$ cat src/rtl/md_pipe_ctrl.sv
// Multiply/divide sequencer with F/D/E pipeline stall and flush control.
// Optional stall counters are enabled with `define MD_STALL_CNT_EN.
module md_pipe_ctrl #(
  parameter int unsigned MULT_CYCLES = 5,
  parameter int unsigned DIV_CYCLES  = 10,
  parameter int unsigned CW          = 4
) (
  input  logic          clk,
  input  logic          reset,
  input  logic          start_mult,
  input  logic          start_div,
  input  logic          md_use_D,
  input  logic          stall_data,
  input  logic          exc_int,
  output logic          busy,
  output logic [CW-1:0] cnt_o,
  output logic          hilo_we,
  output logic          done_div,
  output logic          en_F,
  output logic          en_D,
`ifdef MD_STALL_CNT_EN
  output logic [31:0]   stall_cnt,
  output logic [31:0]   md_stall_cnt,
`endif
  output logic          clr_E
);

  typedef enum logic [1:0] {IDLE, MULT, DIV} state_t;

  localparam logic [CW-1:0] MULT_LOAD = CW'(MULT_CYCLES - 1);
  localparam logic [CW-1:0] DIV_LOAD  = CW'(DIV_CYCLES - 1);

  state_t        state, state_nx;
  logic [CW-1:0] cnt, cnt_nx;
  logic          is_div, is_div_nx;
  logic          start_eff;
  logic          md_stall;
  logic          stall;

  // A start coinciding with a flush belongs to the flushed instruction.
  assign start_eff = (start_mult | start_div) & ~exc_int & (state == IDLE);

  always_ff @(posedge clk or posedge reset) begin
    if (reset) begin
      state  <= IDLE;
      cnt    <= '0;
      is_div <= 1'b0;
    end else begin
      state  <= state_nx;
      cnt    <= cnt_nx;
      is_div <= is_div_nx;
    end
  end

  always_comb begin
    state_nx  = state;
    cnt_nx    = cnt;
    is_div_nx = is_div;
    hilo_we   = 1'b0;
    case (state)
      IDLE: begin
        if (start_eff) begin
          if (start_div) begin
            state_nx  = DIV;
            cnt_nx    = DIV_LOAD;
            is_div_nx = 1'b1;
          end else begin
            state_nx  = MULT;
            cnt_nx    = MULT_LOAD;
            is_div_nx = 1'b0;
          end
        end
      end
      MULT, DIV: begin
        if (cnt == '0) begin
          hilo_we  = 1'b1;
          state_nx = IDLE;
        end else begin
          cnt_nx = cnt - CW'(1);
        end
      end
      default: begin
        state_nx = IDLE;
        cnt_nx   = '0;
      end
    endcase
  end

  assign done_div = hilo_we & is_div;
  assign busy     = (state != IDLE);
  assign cnt_o    = cnt;

  // exc_int wins over every stall source so the flush can proceed.
  assign md_stall = md_use_D & (busy | start_mult | start_div);
  assign stall    = (stall_data | md_stall) & ~exc_int;
  assign en_F     = ~stall;
  assign en_D     = ~stall;
  assign clr_E    = stall;

`ifdef MD_STALL_CNT_EN
  always_ff @(posedge clk or posedge reset) begin
    if (reset) begin
      stall_cnt    <= '0;
      md_stall_cnt <= '0;
    end else begin
      if (stall)
        stall_cnt <= stall_cnt + 32'd1;
      if (md_stall & ~exc_int)
        md_stall_cnt <= md_stall_cnt + 32'd1;
    end
  end
`endif

endmodule
$ cat config.mk
export PLATFORM = sky130hd
export DESIGN_NAME = md_pipe_ctrl
export DESIGN_NICKNAME = d
export VERILOG_FILES = /design/src/rtl/md_pipe_ctrl.sv
export SDC_FILE = /design/constraint.sdc
export NUM_CORES = 1
export LEC_CHECK = 0
export ABC_AREA = 1
export CORE_AREA = 2 2 40 42
export DETAILED_ROUTE_END_ITERATION = 10
export DIE_AREA = 0 0 42 44
export HOLD_SLACK_MARGIN = 0.15
export PLACE_DENSITY = 0.78
export SKIP_CTS_REPAIR_TIMING = 1
export SLEW_MARGIN = 30
export SYNTH_ARGS = -nofsm -noshare
export SYNTH_HDL_FRONTEND = slang
export SYNTH_SLANG_ARGS = --single-unit
$ cat constraint.sdc
create_clock -name clk -period 1.4 [get_ports clk]
set_input_delay 0.28 -clock clk [delete_from_list [all_inputs] [get_ports clk]]
set_output_delay 0.28 -clock clk [all_outputs]
set_load 0.01 [all_outputs]
==> flow_metrics.py <==
metrics = {
    "worst_setup_path": {
        "setup.worst_path.end": "clr_E",
        "required_worst_endpoint_ns": 1.12,
        "worst-endpoint-arrival_ns": 1.43,
        "crit_path_start": "state[0]",
        "worstSetupEndpointType": "output pin",
        "cp_max_fo": 2,
        "reg2reg_depth": 7,
        "critical_path_class": "reg2out",
        "startpoint_of_the_worst_slack_reg_to_reg_timing_path": "state[0]",
        "worst-r2r-setup-slack_ns": 0.14,
        "rr_endpoint": "cnt_o[2]",
        "start_kind": "register",
    },
    "die": {
        "die_area_sq_um": 1850,
        "dieWidth_microns": 42,
        "initial_utilization_pct": 36.9,
        "fp.dieH_microns": 44,
        "io_pins": 17,
        "std_cell_core_area_sq_um": 1420,
        "row_count": 14,
    },
    "timing": {
        "finalSetupViolCount": 6,
        "max_slew_margin_pct": 80.7,
        "maxSlewViolCount": 0,
        "setup_ws_ns": -0.310,
        "clock_skew_ns": 0.00132,
        "accumulated_negative_setup_slack_ns": -1.22,
        "fmax_mhz": 585,
        "period_share_pct": 122,
        "finalCriticalPeriod_ns": 1.71,
        "grt_setup_unrepaired": "true",
        "final_hold_viol_count": 0,
        "worstMarginPinSlew_ns": 0.289,
        "fin_worst_hold_slack_ns": 0.272,
    },
    "status": {
        "status": "finished, violations left",
        "failed_checks": "negative setup slack",
    },
    "pwr": {
        "leakage_nw": 0.525,
        "power_frac_comb_pct": 73.6,
        "vdd.ir_drop.worst_uv": 1360,
        "power.share.sequential_pct": 16.9,
        "power.share.clock_pct": 9.6,
        "p_sw_mw": 0.879,
        "switching_share_pct": 42.4,
        "power.density_nw_per_um2": 2240,
        "report.power.total_mw": 2.07,
        "internal_power_mw": 1.19,
    },
    "layout": {
        "n_fill_cell": 112,
        "final_common_cell": "buf_4",
        "net_count_final": 121,
        "layout.cells.most_common_list": "buf_4 (21), nand2_1 (14), inv_2 (10), dfrtp_1 (7), clkdlybuf4s50_1 (6)",
        "n_diodes": 0,
        "final_util_pct": 65.2,
        "post_route_cells_drive_above_1_share_pct": 49.5,
        "layout-area-overhead-vs-synth_pct": 76.4,
        "finalInstanceArea_sq_um": 925,
    },
    "routing": {
        "drt_wl_total_microns": 1470,
        "detail-route-antenna-nets": 0,
        "drt-wirelength-per-cell_microns": 11.8,
        "route.vias.total": 573,
        "routed_via_density": 4.58,
        "first_pass_iters": 4,
        "detailedRoute.firstIterationViolations": 13,
        "detail_route.drc_violations": 0,
    },
    "clock_network": {
        "ctsHtreeMaxLevel": 1,
        "ctsRootBufferMaster": "clkbuf_4",
        "clk_latency_ns": 0.26,
        "cts_max_path_buffers": 2,
        "tritoncts.num_buffers": 3,
        "clock_sink_count": 7,
        "clk_transition_reported_paths_ns": 0.06,
        "tritoncts": "built",
    },
    "synth": {
        "synth.top_cell.area_share_pct": 33.4,
        "synth.distinct_cells": 20,
        "ys_seq_elements": 7,
        "synth_area_leader_cell": "dfrtp_1",
        "post_synth_design_cell_area_sq_um": 524,
        "synth_sequential_area_ratio_pct": 33.4,
        "avgSynthCellArea_sq_um": 7.71,
        "netlist_instances": 68,
        "synth-warning-count": 0,
        "synth.area.top_cells": "dfrtp_1 (33%), nand2_1 (10%), ha_1 (9.5%), inv_1 (7.2%), o21ai_2 (5.0%)",
        "synth.net_count": 79,
    },
    "job": {
        "max_cap_viol_count": 0,
    },
    "global_route": {
        "maximum_number_of_pins_on_one_net_before_global_route_repair": 8,
        "antenna_found_initial": 0,
        "grt_util_all_layers_pct": 16.7,
        "grt_first_pass_wirelength_microns": 2330,
        "grt_pass1_vias": 600,
        "globalRoute.totalOverflow": 0,
    },
    "placed_design": {
        "sum_of_net_half_perimeters_after_detailed_placement_microns": 1140,
        "port_buffers": 16,
        "gp_congestion": 0.907,
        "detailed_place.area_sq_um": 850,
    },
    "hold_path": {
        "hp-class": "in2async",
    },
}
-- power by group through the flow --
stage | clock (mW) | combinational, mW | sequential (mW)
3_3_place_gp | 0 | 1.36 | 0.344
6_report | 0.198 | 1.53 | 0.350
4_1_cts | 0.199 | 1.39 | 0.346
5_1_grt | 0.208 | 1.69 | 0.365
3_5_place_dp | 0 | 1.38 | 0.348
2_1_floorplan | 0 | 0.683 | 0.393
-- synthesized netlist by cell type --
library cell	instances
dfrtp_1	7
nand3b_1	1
nand3_2	1
nand3_1	3
o21ai_2	3
ha_1	4
o21ai_1	3
o21ai_0	3
nor2_2	2
nand2_2	2
o21a_1	1
nand4_4	1
a21oi_2	1
nor2_1	4
nand2_1	14
a21oi_1	1
inv_2	5
buf_4	1
nand2_4	1
inv_1	10
-- flip-flops by register name, indices dropped and copies added, names as in the netlist --
register / count
cnt_o: 4
state: 2
is_div: 1
-- worst min path at each step --
| stage | end |
|---|---|
| final | state[0] |
| after global routing | cnt_o[3] |
| after CTS | state[0] |
| after detailed placement | is_div |
| after global placement | is_div |
| after floorplan | cnt_o[0] |
-- layout make-up --
| type | count | area (sq um) | area share, % |
|---|---|---|---|
| tap | 16 | 20.0 | 2.17 |
| clock buffer | 4 | 26.3 | 2.84 |
| sequential | 7 | 175 | 18.9 |
| timing repair buffer | 38 | 329 | 35.6 |
| multi-input combinational | 45 | 318 | 34.4 |
| inverter | 15 | 56.3 | 6.09 |
-- per-stage QoR --
step                setup WS (ns)  std cells
floorplan                  -0.103         68
global placement           -0.539        119
detailed placement         -0.602        119
CTS                        -0.782        123
global route               -0.362        125
finish                     -0.310        125
-- cell families (layout without fill, tap and decap cells) --
logic type	Yosys count	in the layout	synth area share, %
simple gates	29	29	30.1
buf+inv	16	57	12.2
compound gates	12	12	14.8
flops	7	7	33.4
fa+ha+maj	4	4	9.55
-- metal layers --
metal	routed length, microns	share of wire [%]	track usage, %
met1	622	42	20.3
met2	763	52	27.5
met3	48	3.3	2.50
met4	36	2.4	11.0
met5	0	0	0
-- critical path, stage by stage, from the launching register on --
cell and delay (ns):
dfrtp_1 0.39, inv_2 0.08, ha_4 0.13, inv_2 0.05, nor2_4 0.09, inv_2 0.05
o21ai_2 0.13, a21oi_2 0.08, dlymetal6s2s_1 0.17
Note: power is estimated with default switching activity, not from simulation.
